==> src/rtl/sha256_pkg.sv <==
// Shared SHA-256 constants, padder state encoding and the tail-word padding helper.
package sha256_pkg;

  localparam int BLOCK_W   = 512;
  localparam int WORD_W    = 32;
  localparam int LEN_W     = 64;
  localparam int NUM_WORDS = BLOCK_W / WORD_W;

  localparam logic [7:0]        PAD_MARKER  = 8'h80;
  localparam logic [WORD_W-1:0] MARKER_WORD = {PAD_MARKER, 24'h0};

  typedef enum logic [1:0] {
    S_ABSORB,
    S_EMIT,
    S_PAD
  } state_e;

  // Keep the first nbytes (left-justified), place the marker right after them.
  // nbytes = 4 leaves the word untouched; the marker then lives in the next word.
  function automatic logic [WORD_W-1:0] pad_tail_word(input logic [WORD_W-1:0] w,
                                                       input logic [2:0]        nbytes);
    case (nbytes)
      3'd0:    return MARKER_WORD;
      3'd1:    return {w[31:24], PAD_MARKER, 16'h0};
      3'd2:    return {w[31:16], PAD_MARKER, 8'h0};
      3'd3:    return {w[31:8], PAD_MARKER};
      default: return w;
    endcase
  endfunction

endpackage

==> src/rtl/sha256_padder_if.sv <==
// Word-stream input and 512-bit block output of the SHA-256 padder.
interface sha256_padder_if;

  logic                           i_valid;
  logic                           o_ready;
  logic [sha256_pkg::WORD_W-1:0]  i_word;
  logic                           i_last;
  logic [2:0]                     i_nbytes;
  logic                           o_valid;
  logic                           i_ready;
  logic [sha256_pkg::BLOCK_W-1:0] o_block;
  logic                           o_first;
  logic                           o_last;

  modport slave (
    input  i_valid, i_word, i_last, i_nbytes, i_ready,
    output o_ready, o_valid, o_block, o_first, o_last
  );

  modport master (
    output i_valid, i_word, i_last, i_nbytes, i_ready,
    input  o_ready, o_valid, o_block, o_first, o_last
  );

endinterface

==> src/rtl/sha256_padder.sv <==
// FIPS 180-4 message padder: packs a big-endian word stream into 512-bit blocks,
// appends the 0x80 marker, zero fill and 64-bit bit length, and flags first/last blocks.
module sha256_padder
  import sha256_pkg::*;
(
  input  logic           i_clk,
  input  logic           i_rst_n,
  sha256_padder_if.slave bus
);

  localparam int IDX_W = $clog2(NUM_WORDS);
  localparam logic [IDX_W:0] LAST_LEN_FIT = (IDX_W+1)'(NUM_WORDS - 3);

  state_e             state_q, state_d;
  logic [IDX_W-1:0]   widx_q, widx_d;
  logic [LEN_W-1:0]   len_q, len_d, len_sum;
  logic               first_pend_q, first_pend_d;
  logic               first_q, first_d;
  logic               last_q, last_d;
  logic               pad_after_q, pad_after_d;
  logic               marker_q, marker_d;

  logic [WORD_W-1:0]  buf_q [NUM_WORDS];
  logic [WORD_W-1:0]  wdata [NUM_WORDS];
  logic [NUM_WORDS-1:0] we;

  logic               accept;
  logic [IDX_W:0]     marker_idx;
  logic               len_fits;

  assign bus.o_valid = (state_q == S_EMIT);
  assign bus.o_ready = (state_q == S_ABSORB) && !bus.o_valid;
  assign bus.o_first = first_q;
  assign bus.o_last  = last_q;

  assign accept  = bus.i_valid && bus.o_ready;
  assign len_sum = len_q + LEN_W'({bus.i_nbytes, 3'b000});

  // A full final beat pushes the marker one word further, possibly past word 15.
  assign marker_idx = {1'b0, widx_q} + ((bus.i_nbytes >= 3'd4) ? (IDX_W+1)'(1) : '0);
  assign len_fits   = (marker_idx <= LAST_LEN_FIT);

  always_comb begin
    // NOTE: every signal driven here gets a default first, so no path can infer a latch.
    state_d      = state_q;
    widx_d       = widx_q;
    len_d        = len_q;
    first_pend_d = first_pend_q;
    first_d      = first_q;
    last_d       = last_q;
    pad_after_d  = pad_after_q;
    marker_d     = marker_q;
    we           = '0;
    for (int i = 0; i < NUM_WORDS; i++) wdata[i] = '0;

    case (state_q)
      S_ABSORB: begin
        if (accept) begin
          len_d = len_sum;
          if (!bus.i_last) begin
            for (int i = 0; i < NUM_WORDS; i++) begin
              if (IDX_W'(i) == widx_q) begin
                we[i]    = 1'b1;
                wdata[i] = bus.i_word;
              end
            end
            widx_d = widx_q + IDX_W'(1);
            if (widx_q == IDX_W'(NUM_WORDS - 1)) begin
              state_d      = S_EMIT;
              last_d       = 1'b0;
              pad_after_d  = 1'b0;
              marker_d     = 1'b0;
              first_d      = first_pend_q;
              first_pend_d = 1'b0;
            end
          end else begin
            // Final beat: rewrite the current word and every word after it in one edge.
            for (int i = 0; i < NUM_WORDS; i++) begin
              if ((IDX_W+1)'(i) >= {1'b0, widx_q}) begin
                we[i] = 1'b1;
                if (IDX_W'(i) == widx_q)
                  wdata[i] = pad_tail_word(bus.i_word, bus.i_nbytes);
                else if ((IDX_W+1)'(i) == marker_idx)
                  wdata[i] = MARKER_WORD;
                else if (len_fits && i == NUM_WORDS - 2)
                  wdata[i] = len_sum[LEN_W-1:WORD_W];
                else if (len_fits && i == NUM_WORDS - 1)
                  wdata[i] = len_sum[WORD_W-1:0];
              end
            end
            widx_d       = '0;
            state_d      = S_EMIT;
            last_d       = len_fits;
            pad_after_d  = !len_fits;
            marker_d     = (marker_idx == (IDX_W+1)'(NUM_WORDS));
            first_d      = first_pend_q;
            first_pend_d = 1'b0;
          end
        end
      end

      S_EMIT: begin
        if (bus.i_ready) begin
          widx_d  = '0;
          state_d = pad_after_q ? S_PAD : S_ABSORB;
          if (last_q) begin
            first_pend_d = 1'b1;
            len_d        = '0;
          end
        end
      end

      S_PAD: begin
        we = '1;
        wdata[0]             = marker_q ? MARKER_WORD : '0;
        wdata[NUM_WORDS - 2] = len_q[LEN_W-1:WORD_W];
        wdata[NUM_WORDS - 1] = len_q[WORD_W-1:0];
        state_d      = S_EMIT;
        last_d       = 1'b1;
        pad_after_d  = 1'b0;
        marker_d     = 1'b0;
        first_d      = first_pend_q;
        first_pend_d = 1'b0;
      end

      default: state_d = S_ABSORB;
    endcase
  end

  always_ff @(posedge i_clk or negedge i_rst_n) begin
    if (!i_rst_n) begin
      state_q      <= S_ABSORB;
      widx_q       <= '0;
      len_q        <= '0;
      first_pend_q <= 1'b1;
      first_q      <= 1'b0;
      last_q       <= 1'b0;
      pad_after_q  <= 1'b0;
      marker_q     <= 1'b0;
      // NOTE: the word buffer is the o_block register, so it is reset like any other output.
      for (int i = 0; i < NUM_WORDS; i++) buf_q[i] <= '0;
    end else begin
      // NOTE: non-blocking assignments so every register samples pre-edge values.
      state_q      <= state_d;
      widx_q       <= widx_d;
      len_q        <= len_d;
      first_pend_q <= first_pend_d;
      first_q      <= first_d;
      last_q       <= last_d;
      pad_after_q  <= pad_after_d;
      marker_q     <= marker_d;
      for (int i = 0; i < NUM_WORDS; i++) begin
        if (we[i]) buf_q[i] <= wdata[i];
      end
    end
  end

  always_comb begin
    for (int i = 0; i < NUM_WORDS; i++)
      bus.o_block[BLOCK_W-1-i*WORD_W -: WORD_W] = buf_q[i];
  end

endmodule

==> src/flat_wrapper.sv <==
// flat-port wrapper written by rule: the top's interface ports become plain ports
module sha256_padder_flat import sha256_pkg::*;
  (i_clk, i_rst_n, bus_i_valid, bus_i_word, bus_i_last, bus_i_nbytes, bus_i_ready, bus_o_ready, bus_o_valid, bus_o_block, bus_o_first, bus_o_last);
  sha256_padder_if bus_i ();
  input  logic i_clk;
  input  logic i_rst_n;
  input wire logic [$bits(bus_i.i_valid)-1:0] bus_i_valid;
  input wire logic [$bits(bus_i.i_word)-1:0] bus_i_word;
  input wire logic [$bits(bus_i.i_last)-1:0] bus_i_last;
  input wire logic [$bits(bus_i.i_nbytes)-1:0] bus_i_nbytes;
  input wire logic [$bits(bus_i.i_ready)-1:0] bus_i_ready;
  output wire logic [$bits(bus_i.o_ready)-1:0] bus_o_ready;
  output wire logic [$bits(bus_i.o_valid)-1:0] bus_o_valid;
  output wire logic [$bits(bus_i.o_block)-1:0] bus_o_block;
  output wire logic [$bits(bus_i.o_first)-1:0] bus_o_first;
  output wire logic [$bits(bus_i.o_last)-1:0] bus_o_last;
  assign bus_i.i_valid = bus_i_valid;
  assign bus_i.i_word = bus_i_word;
  assign bus_i.i_last = bus_i_last;
  assign bus_i.i_nbytes = bus_i_nbytes;
  assign bus_i.i_ready = bus_i_ready;
  assign bus_o_ready = bus_i.o_ready;
  assign bus_o_valid = bus_i.o_valid;
  assign bus_o_block = bus_i.o_block;
  assign bus_o_first = bus_i.o_first;
  assign bus_o_last = bus_i.o_last;
  sha256_padder u_core (.i_clk(i_clk), .i_rst_n(i_rst_n), .bus(bus_i));
endmodule
==> config.mk <==
export PLATFORM = sky130hd
export DESIGN_NAME = sha256_padder_flat
export DESIGN_NICKNAME = d
export VERILOG_FILES = /design/src/rtl/sha256_pkg.sv /design/src/rtl/sha256_padder_if.sv /design/src/rtl/sha256_padder.sv /design/src/flat_wrapper.sv
export SDC_FILE = /design/constraint.sdc
export NUM_CORES = 1
export LEC_CHECK = 0
export ABC_AREA = 1
export CORE_ASPECT_RATIO = 0.75
export CORE_UTILIZATION = 46
export CTS_CLUSTER_DIAMETER = 80
export DETAILED_ROUTE_END_ITERATION = 10
export PLACE_DENSITY = 0.76
export RECOVER_POWER = 50
export SLEW_MARGIN = 20
export SYNTH_ARGS = -nofsm -noshare
export SYNTH_HDL_FRONTEND = slang
export SYNTH_SLANG_ARGS = --single-unit
==> constraint.sdc <==
create_clock -name i_clk -period 2.1 [get_ports i_clk]
set_input_delay 0.21 -clock i_clk [delete_from_list [all_inputs] [get_ports i_clk]]
set_output_delay 0.21 -clock i_clk [all_outputs]
set_load 0.02 [all_outputs]
==> results.md <==
* Critical path arrival at roughly 2.7 ns
* Num rows at 75
* Initial antenna violation count at 2
* Unrepaired setup endpoints after global routing: true
* Slew headroom at 0.2012
* Syn nets at 3132
* Area grow syn2layout at 50.47%
* Post-synthesis sequential area ratio at 0.5593
* Cell count after synthesis at around 3100
* Fmax at between 400 and 500 MHz
* Fin area at slightly below 0.04 mm^2
* Die area at roughly 0.058 mm^2
* Largest stage delay, worst path at ~0.41 ns
* Worst setup SP type: register
* CTS sink cnt at ~580
* Ports at 556
* TritonRoute pass-1 iters at 6
* Core Area at ~0.056 mm^2
* FF-to-FF Start: u_core.len_q[3]
* Die height at roughly 210 um
* Global placer's final weighted congestion at 1.062
* Via density at around 5.9
* Final WS setup at -0.04446 ns
* GRT Total Usage at 0.4269
* Slowest CP cell: dfrtp_1
* Yosys warns at 0
* Longest Clk Path Bufs at 3
* Fin. max-slew vios at 0
* Vias in the first global route at ~27000
* Grt total ovfl at 0
* Slew at the pin with the worst max-slew slack at between 1 and 1.5 ns
* Final Skew at roughly 0.032 ns
* Violated checks: negative setup slack
* Final setup vio count at 17
* Synth top area cells: dfrtp_1, nand2_1, o21ai_0
* Nets at a little over 4000
* Worst-skew pair later-pin latency at about 0.64 ns
* Post-synth top flop: dfrtp_1
* Num CTS Buffers at between 50 and 60
* Met2 Use GR at 0.6033
* Vias after detailed routing at roughly 28000
* P_leak at 18.30 nW
* EDFF count, synth at 0
* Post-synthesis cell type count at 54
* Most used routing layer: met2
* Crit path cell chain: ha_4 -> fa_2 -> nand3_2 -> nand2_4 -> nand2_4 -> nor2_1 -> buf_4 -> buf_4 -> xor2_2 -> o21ai_1 -> nand3_1 -> o211ai_1
* Worst setup startpoint: u_core.len_q[3]
* Status: complete, but fails checks
* Power per cell area at 961.0 mW/mm^2
* Max VDD drop at ~0.72 mV
* CP Data Required Time at about 2.6 ns
* Total of max-cap violations at 0
* Worst setup EP type: register
* WL/cell at between 20 and 30 um
* Post-layout total power at 37.79 mW
* Post-DP HPWL at 92.13 mm
* Core Util, Final at 0.7019
* Hold WC Path Type: primary input to register
* Min cycle time layout at roughly 2.1 ns
* Fin crit share at 1.021
* DP Area at about 0.036 mm^2
* Synth Register Bits at between 500 and 600
* Syn avg cell area at between 8 and 9 um^2
* Worst slack at placement at -0.6288 ns
* First-pass GRT wire length at between 150 and 200 mm
* Number of DRC markers in iteration 0 at 3850
* Final Hold Viols at 0
* Synthesized area at between 0.02 and 0.03 mm^2
* # H-tree levels at 2
* Hold path start: bus_i_last
* Synth area leader: dfrtp_1
* Pin count of the biggest net entering global routing at 99
* Layout cells sized above 1 at 0.1919
* Clock transition at path regs at around 0.07 ns
* Top-count cell post-synth: nand2_1
* DR DRC count at 0
* Synth cell count leaders: nand2_1, dfrtp_1, o21ai_0
* Met1 Use GR at 0.5953
* DRT antenna net count at 0
* Die Wd at 277.2 um
* Post-Route WL at between 100 and 150 mm
* Ys async rst share at 1.000
* Crit-path max FO at 5
* Root Driver: clkbuf_16
* CTS tree: built
* Crit path kind: register to register
* Synth top area share at 0.5583
* Met3 GRT Util at 0.1358
* Starting density of the core at 0.4665
* Port Buffer Count at 555
[stage by stage]
| step | hold WS (ns) | instances | TNS (ns) |
|---|---|---|---|
| 5_1_grt | 0.1707 | 4786 | -5.385 |
| 6_report | 0.1904 | 4786 | -0.3471 |
| 3_5_place_dp | 0.1386 | 4651 | -122.68 |
| 4_1_cts | 0.09649 | 4770 | -0.05484 |
| 3_3_place_gp | 0.1458 | 4651 | -112.91 |
| 2_1_floorplan | -0.08559 | 3083 | 0 |
[kinds of logic after synthesis]
| logic type | Yosys count | synth area share |
|---|---|---|
| buf+inv | 407 | 0.06363 |
| xor+xnor | 29 | 0.009720 |
| compound gates | 730 | 0.1540 |
| fa+ha+maj | 9 | 0.004597 |
| flops | 584 | 0.5593 |
| simple gates | 1324 | 0.2088 |
[report_power, final]
part	switching, mW	total, mW	internal [mW]	leakage, nW
Clock	4.87	11.4	6.50	0.993
Combinational	7.05	11.9	4.88	9.37
Sequential	1.52	14.5	13.0	7.93
Total	13.4	37.8	24.3	18.3
[registers in the layout, summed over array words and instances (netlist names)]
register and cells:
u_core.widx_q 4, u_core.first_pend_q 1, u_core.marker_q 1, u_core.pad_after_q 1, u_core.bus.o_first 1, u_core.state_q 2, u_core.bus.o_last 1, u_core.len_q 61
u_core.bus.o_block 512
[placed cells by master (no fill, tap or decap), drive strengths merged, types with 14 or more instances in the layout]
master         instances
nor2                 208
nor3                  23
dlygate4sd3          209
a21oi                 32
o21ai                547
inv                  249
o211ai                39
nand4                 34
o22ai                 70
buf                  457
clkbuf                85
clkdlybuf4s50        343
nand3                209
nand2                843
clkinv                14
dfrtp                583
xor2                  28
[final timing paths]
check	to	slack, ns	depth (start not counted)
worst min register to register	u_core.first_pend_q	0.47	2
worst min-delay path	u_core.widx_q[2]	0.19	4
worst max-delay path	u_core.bus.o_block[17]	-0.04	12
max in group asynchronous	u_core.bus.o_block[427]	0.19	4
min in group asynchronous	u_core.len_q[44]	0.40	2
worst max register to register	u_core.bus.o_block[17]	-0.04	12
[final cells by class]
cell class / count / area [um^2]
repair buffers: 1028 / 10120
inverters: 245 / 954.7
well taps: 731 / 914.6
clock buffers: 67 / 1524
diodes: 1 / 2.502
multi-input cells: 2093 / 10660
clock inverters: 37 / 525.5
flip-flops and latches: 584 / 14620
fillers: 4350 / 16700
[per-layer routing]
metal | wire length, um | up-vias
met3 | 16900 | 363
met2 | 52720 | 2080
li1 | - | 12080
met4 | 6506 | 2
met1 | 49480 | 13670
met5 | 8 | -
[critical path: cells and delay by family (launching register included)]
family                   cells  cell delay (ns)
AO/OA/AOI/OAI                2             0.21
XOR/XNOR                     1             0.15
adder cells (fa/ha/maj)      2             0.56
flip-flops                   1             0.41
buffers and inverters        2             0.31
AND/OR/NAND/NOR              5             0.41
[timing repair]
action                     CTS  global route
hold buffers                 1             0
gates cloned                 3             2
hold endpoints to repair   362             0
pin swaps                   15            34
setup endpoints to repair  113           429
buffers inserted            13            13
resized for setup           66           202
(Power assumes the default switching activity.)
